<file path="config.mk">
export PLATFORM = sky130hd
export DESIGN_NAME = fp_square
export DESIGN_NICKNAME = d
export VERILOG_FILES = /design/src/rtl/math_pkg.sv /design/src/rtl/shift_add_step.sv /design/src/rtl/fp_square.sv
export SDC_FILE = /design/constraint.sdc
export NUM_CORES = 1
export LEC_CHECK = 0
export CORE_MARGIN = 2
export CORE_UTILIZATION = 57
export CTS_BUF_LIST = sky130_fd_sc_hd__clkbuf_4 sky130_fd_sc_hd__clkbuf_8
export DETAILED_ROUTE_END_ITERATION = 10
export GPL_TIMING_DRIVEN = 0
export PLACE_DENSITY = 0.8
export SYNTH_ARGS = -nofsm -noshare
export SYNTH_HDL_FRONTEND = slang
export SYNTH_SLANG_ARGS = --single-unit
</file>
<file path="constraint.sdc">
create_clock -name clk -period 2.7 [get_ports clk]
set_input_delay 0.54 -clock clk [delete_from_list [all_inputs] [get_ports clk]]
set_output_delay 0.54 -clock clk [all_outputs]
set_load 0.005 [all_outputs]
</file>
<file path="src/rtl/math_pkg.sv">
// Shared definitions for the iterative math primitives (squarer, square root, ...).
// Holds the common IDLE/BUSY/DONE state encoding and a counter-width helper.
package math_pkg;

    typedef enum logic [1:0] {
        IDLE = 2'd0,
        BUSY = 2'd1,
        DONE = 2'd2
    } iter_state_t;

    // Width of an iteration counter that must reach n-1; never narrower than one bit.
    function automatic int itersize(input int n);
        return (n <= 1) ? 1 : $clog2(n);
    endfunction

endpackage

</file>
<file path="src/rtl/shift_add_step.sv">
// One radix-2 shift-add multiply iteration, purely combinational.
// The accumulator picks up the multiplicand when the multiplier LSB is set;
// the multiplicand moves up one place and the multiplier down one place.
module shift_add_step #(
    parameter int WIDTH = 32
) (
    input  logic [2*WIDTH-1:0] acc,
    input  logic [2*WIDTH-1:0] mcand,
    input  logic [WIDTH-1:0]   mplier,
    output logic [2*WIDTH-1:0] acc_next,
    output logic [2*WIDTH-1:0] mcand_next,
    output logic [WIDTH-1:0]   mplier_next
);

    // Conditional add plus the two operand shifts for this bit position.
    always_comb begin
        acc_next    = mplier[0] ? (acc + mcand) : acc;
        mcand_next  = mcand << 1;
        mplier_next = mplier >> 1;
    end

endmodule

</file>
<file path="src/rtl/fp_square.sv">
// Sequential unsigned fixed-point squarer: out = in*in over WIDTH shift-add
// cycles, truncated to INT_WIDTH.FRAC_WIDTH, with a one-cycle done pulse.
// Optional build macro FP_SQUARE_SATURATE_EN: on overflow, out is forced to
// all ones instead of wrapping; overflow is reported either way.
//
// state | meaning
// IDLE  | waiting for go; operands loaded when go is seen
// BUSY  | one shift-add iteration per cycle, WIDTH cycles in total
// DONE  | done pulses for this single cycle, then back to IDLE
module fp_square
    import math_pkg::*;
#(
    parameter int WIDTH      = 32,
    parameter int INT_WIDTH  = 16,
    parameter int FRAC_WIDTH = 16
) (
    input  logic             clk,
    input  logic             reset,
    input  logic             go,
    input  logic [WIDTH-1:0] in,
    output logic [WIDTH-1:0] out,
    output logic             done,
    output logic             overflow
);

    localparam int            CW   = itersize(WIDTH);
    localparam logic [CW-1:0] LAST = CW'(WIDTH - 1);

    generate
        if (INT_WIDTH + FRAC_WIDTH != WIDTH) begin : g_bad_format
            $error("fp_square: INT_WIDTH + FRAC_WIDTH must equal WIDTH");
        end
    endgenerate

    iter_state_t        state_q, state_d;
    logic [2*WIDTH-1:0] acc_q, mcand_q;
    logic [WIDTH-1:0]   mplier_q;
    logic [CW-1:0]      count_q;

    logic [2*WIDTH-1:0] acc_s, mcand_s;
    logic [WIDTH-1:0]   mplier_s;

    logic               last_iter;
    logic [2*WIDTH-1:0] prod_shift;
    logic               ovf_calc;
    logic [WIDTH-1:0]   res_final;

    logic [WIDTH-1:0]   out_q;
    logic               done_q, ovf_q;

    shift_add_step #(.WIDTH(WIDTH)) u_step (
        .acc         (acc_q),
        .mcand       (mcand_q),
        .mplier      (mplier_q),
        .acc_next    (acc_s),
        .mcand_next  (mcand_s),
        .mplier_next (mplier_s)
    );

    // The step output on the final iteration is the exact product. Shifting the
    // whole product keeps every bit in play: the low word is the result, anything
    // above it is integer overflow (always zero when FRAC_WIDTH == WIDTH).
    assign last_iter  = (state_q == BUSY) && (count_q == LAST);
    assign prod_shift = acc_s >> FRAC_WIDTH;
    assign ovf_calc   = |prod_shift[2*WIDTH-1:WIDTH];

`ifdef FP_SQUARE_SATURATE_EN
    assign res_final = ovf_calc ? '1 : prod_shift[WIDTH-1:0];
`else
    assign res_final = prod_shift[WIDTH-1:0];
`endif

    // State register.
    always_ff @(posedge clk or negedge reset) begin
        if (!reset) state_q <= IDLE;
        else        state_q <= state_d;
    end

    // Next-state decode; go only matters in IDLE.
    always_comb begin
        state_d = state_q;
        case (state_q)
            IDLE:    if (go) state_d = BUSY;
            BUSY:    if (count_q == LAST) state_d = DONE;
            DONE:    state_d = IDLE;
            default: state_d = IDLE;
        endcase
    end

    // Operand load on go, then one shift-add step per BUSY cycle; the counter
    // holds at its last value rather than wrapping.
    always_ff @(posedge clk or negedge reset) begin
        if (!reset) begin
            acc_q    <= '0;
            mcand_q  <= '0;
            mplier_q <= '0;
            count_q  <= '0;
        end else begin
            case (state_q)
                IDLE: begin
                    if (go) begin
                        acc_q    <= '0;
                        mcand_q  <= {{WIDTH{1'b0}}, in};
                        mplier_q <= in;
                        count_q  <= '0;
                    end
                end
                BUSY: begin
                    acc_q    <= acc_s;
                    mcand_q  <= mcand_s;
                    mplier_q <= mplier_s;
                    if (count_q != LAST) count_q <= count_q + 1'b1;
                end
                default: ;
            endcase
        end
    end

    // Result latch: out/overflow only change on the edge into DONE.
    always_ff @(posedge clk or negedge reset) begin
        if (!reset) begin
            out_q  <= '0;
            ovf_q  <= 1'b0;
            done_q <= 1'b0;
        end else begin
            done_q <= last_iter;
            if (last_iter) begin
                out_q <= res_final;
                ovf_q <= ovf_calc;
            end
        end
    end

    assign out      = out_q;
    assign done     = done_q;
    assign overflow = ovf_q;

endmodule

</file>
* Word-level counts from Yosys, hierarchy flattened *
Index checks and enable logic that the tools add are counted.

storage, ports and cells
  output and inout bits = 34
  logic and storage cells = 39
  input port bits = 35
  register bits after elaboration = 201

cells by class
  add/sub/neg operators = 2
  equality and inequality tests = 7
  multiplexer cells = 13
  reduce and logical (&&, ||, !) cells = 8

operators by type and width
  kind                 number
  $pmux 64 s2          2
  $mux 64              3
  $add 64x64->64       1
  $pmux 32 s2          1
  $mux 32              1
  $reduce_or 16->1     1
  $mux 5               2
  $pmux 5 s2           1
  $reduce_and 3->1     2
  $add 5x1->5 const B  1
  $eq 5x5->1 const B   1
  $ne 5x5->1 const B   1
  $mux 2               2
  $ne 2x1->1 const B   2
  $ne 2x2->1 const B   2
  $pmux 2 s2           1
  $reduce_and 2->1     2
  $eq 2x1->1 const B   1
  $logic_not 2->1      1
  $reduce_bool 2->1    1
  $logic_and 1x1->1    1

* Logic depth before layout (Yosys ltp) *
  word-level depth = 3
  gate-level depth with buffers = 14
  depth with buffers taken out = 14

* Cells and area by module *
From an unflattened synthesis, not the netlist that was laid out.

second synthesis, totals
  cells, all modules = 1398
  area, all modules = 13387.8 µm²

by module, submodules not included
  module          times used  area an instance (µm²)  cells an instance
  fp_square       1           8011.4                  636
  shift_add_step  1           5376.4                  762

* Worst setup path after synthesis *
No wires, ideal clock.

  kind = register to register
  from = reg acc_q[9]
  to = reg ovf_q, in the netlist overflow
  data arrival time = 2789 ps
  path slack = -222 ps
  path buffers = 1
  setup time = 133 ps
  required time = 2567 ps
  period minus slack after synthesis = 2922 ps
  cell stages (with the launch flop) = 14
  cell sequence = dfrtp_1 -> ha_1 -> buf_6 -> and4_1 -> a21o_1 -> o21ba_1 -> o31a_1 -> nor3_4 -> o21ai_2 -> o21ai_1 -> mux2_4 -> xnor2_2 -> nor2_1 -> a31oi_1

on the way
  longest elaborated chain between the ends = 3

ends and longest elaborated chain
  what                    RTL line              text
  from (decl)             fp_square.sv:36       logic [2*WIDTH-1:0] acc_q, mcand_q;
  from (signal assigned)  fp_square.sv:109      acc_q <= acc_s;
  $add 64x64->64          shift_add_step.sv:17  acc_next = mplier[0] ? (acc + mcand) : acc;
  $mux 64                 shift_add_step.sv:17
  $reduce_or 16->1        fp_square.sv:65       assign ovf_calc = |prod_shift[2*WIDTH-1:WIDTH];
  to (signal assigned)    fp_square.sv:129      ovf_q <= ovf_calc;
  to (decl)               fp_square.sv:49       logic done_q, ovf_q;

No other way between the ends. The select of a mux whose other input is x is not followed.
A chain may end at the register's enable or synchronous reset.

* Worst setup path after layout *
  from = reg mcand_q[16]
  to = reg ovf_q, in the netlist overflow

on the way
  longest elaborated chain between the ends = 3

ends and longest elaborated chain
  what                    RTL line              text
  from (decl)             fp_square.sv:36
  from (signal assigned)  fp_square.sv:103      mcand_q <= {{WIDTH{1'b0}}, in};
  from (signal assigned)  fp_square.sv:110      mcand_q <= mcand_s;
  $add 64x64->64          shift_add_step.sv:17
  $mux 64                 shift_add_step.sv:17
  $reduce_or 16->1        fp_square.sv:65

No other way between the ends. The select of a mux whose other input is x is not followed.

==> flow_summary.ini <==
[flow_run]
maxCapViolCount = 0

[setup_path]
crit_type = reg -> reg
r2r_cells = 12
r2r_slack_ns = -0.54
cp.arrival_ns = 3.65
cp-end-kind = register
worstPathMaxFanout = 7
worstPathRequired_ns = 3.10
r2r_start = mcand_q[16]
start_kind = register
r2r_end = overflow

[global_route]
grt_max_degree = 119
grt.overflow.total = 0
grt_pass1_vias = 11400
grt_pass1_wl_um = 59700
grt_usage_pct = 33.4
antenna_found_initial = 0

[sta]
tightest_slew_ns = 0.761
finalClockSkew_ns = 0.0256
hold_viol = 12
layout_min_cycle_time_ns = 3.24
holdWs_ns = -0.0174
finalSetupViolCount = 62
fin_setup_tns_ns = -16.07
maxSlewHeadroom_pct = 49.3
rsz0062_at_grt = true
timing.final.crit_share_pct = 120
slew_violations = 0
setup_slack_ns = -0.545
fmax_mhz = 308

[drt]
wire_per_inst_um = 21.5
wl_met2_um = 18100
met1_length_um = 16800
vias_per_cell = 6.48
top_layer = met4
drc = 0
vias = 12400
ant_nets = 0
dr.pass1.iters = 6
wl_um = 41100
drt_iter0_markers = 1297
wl_met3_um = 4260

[placement]
port_buffers = 68
routabilityCongestion = 0.991
hpwlAfterDp_um = 26700
pre_cts_slack_ns = -0.833

[floorplanning]
core.rowCount = 53
die_width_um = 152
start_util_pct = 58.5
ios = 69
core_area_sq_um = 21200
die_area_sq_um = 23000
die_h_um = 152

[clock_tree]
h-tree-depth = 2
cts_made_buffers = 34
insertion_delay_ns = 0.55
hold_buffers = 0
clkTransAtPathRegs_ns = 0.06
cts_tree = built
clock_sinks = 201
root_buffer = clkbuf_8
clockBufferDepth = 3

[logic_synthesis]
yosysSeqAreaShare_pct = 40.5
ys_warn_count = 0
synth_edf_count = 0
synthCells = 1421
synth_fp_nets = 1522
synth_area_sq_um = 12400
synth_cell_types = 84
synth_ff_type = dfrtp_1
async_reset_ff_share_pct = 100
post_synth.cell_area_avg_sq_um = 8.74
ys_seq_elements = 201

[final_layout]
nets = 1716
register_area_sq_um = 5040
final_common_cell = nand2_1
multi_input_area_sq_um = 8290
final_cell_mix = nand2_1, dfrtp_1, a21oi_1
drive_gt1_share_pct = 25.6
nFillCells = 1377
diodes = 0
area_growth_pct = 32.3

[pwr]
peakVddDrop_v = 0.000612
switchingPower_mw = 10.2
seq_power_share_pct = 25.0
total_power_mw = 22.0
p_leak_nw = 7.03
p_clk_share_pct = 13.0
p_sw_share_pct = 46.3
power_density_nw_per_um2 = 1340
p_int_mw = 11.8
combPwrFrac_pct = 62.0

[worst_hold_path]
hp-class = in -> async

[outcome]
status = finished, violations left
violations = hold timing, setup timing
registers in the layout (all words and copies together), names as in the netlist:
signal    cells
acc_q        64
count_q       5
done          1
mcand_q      64
mplier_q     32
out          32
overflow      1
state_q       2
routing by layer:
metal  global-route usage (%)  vias to the layer above
met5                        0                        -
met4                     12.4                        0
met3                     7.28                      168
met2                     51.5                      774
met1                     46.4                     5940
li1                         -                     5508
power groups by stage:
stage                     clock (mW)  combinational (mW)  sequential, mW
after floorplan                    0                6.99            4.97
after global placement             0                9.31            5.29
after detailed placement           0                9.59            5.33
after CTS                       2.87                11.3            5.34
after global routing            3.02                14.5            5.61
final                           2.87                13.6            5.49
area by class of cell:
| class | instances | share of cell area (%) |
|---|---|---|
| flip-flops and latches | 201 | 30.7 |
| repair buffers | 175 | 9.53 |
| multi-input cells | 1104 | 50.5 |
| clock inverters | 8 | 0.465 |
| clock buffers | 51 | 3.74 |
| plain buffers | 77 | 2.46 |
| inverters | 22 | 0.503 |
| well taps | 275 | 2.10 |
synthesized netlist by cell type (16+ instances only):
cell / instances / area (sq um)
nand2_1: 221 / 830
dfrtp_1: 201 / 5030
o21ai_0: 192 / 961
a21oi_1: 158 / 791
ha_1: 65 / 813
clkbuf_1: 63 / 236
nor2_1: 58 / 218
a22o_1: 48 / 420
mux2i_1: 38 / 380
and2_1: 34 / 213
xnor2_1: 33 / 289
nand4_1: 26 / 163
inv_1: 22 / 82.6
xor2_1: 22 / 193
a21o_1: 21 / 158
nor3_1: 17 / 85.1
nand3_1: 16 / 80.1
per-stage QoR:
stage	util, %	instance area, sq um	std cells
after floorplan	-	12400	1421
after global placement	63.4	13500	1764
after detailed placement	63.5	13500	1765
after CTS	72.0	15300	1874
after global routing	77.4	16400	1913
final	77.4	16400	1913
worst max path at each step:
| stage | from | end | slack, ns | cells past startpoint |
|---|---|---|---|---|
| after global placement | reset | mcand_q[57] | -7.09 | 1 |
| after floorplan | mcand_q[31] | overflow | -0.18 | 13 |
| after detailed placement | mcand_q[0] | overflow | -0.83 | 14 |
| after global routing | mcand_q[16] | overflow | -0.62 | 12 |
| final | mcand_q[16] | overflow | -0.54 | 12 |
| after CTS | mcand_q[13] | overflow | -0.48 | 13 |
what timing repair did:
item,in CTS,in global routing
endpoints found under the hold margin,0,0
pin swaps,59,103
setup buffers,58,55
setup endpoints to repair,128,115
gates resized for setup,205,208
logic make-up (layout without fill, tap and decap cells):
group	Yosys count	count (layout)	synth area share, %
buffers and inverters	116	333	4.24
XOR/XNOR	56	56	4.01
AO/OA/AOI/OAI	509	509	24.6
adder cells (fa/ha/maj)	66	66	6.71
flip-flops	201	201	40.5
multiplexers	41	41	3.37
AND/OR/NAND/NOR	432	432	16.5
worst max-delay path, cell delays in order (launching register included):
cell,delay (ns)
dfrtp_1,0.44
ha_2,0.46
a21oi_1,0.13
o211a_1,0.26
o31ai_4,0.28
o2bb2ai_2,0.24
nor2_4,0.10
o31ai_4,0.29
xor2_1,0.12
mux2i_1,0.26
and4b_4,0.27
and4_1,0.18
a31oi_1,0.08
No activity file was read; power rests on OpenSTA's default activity.
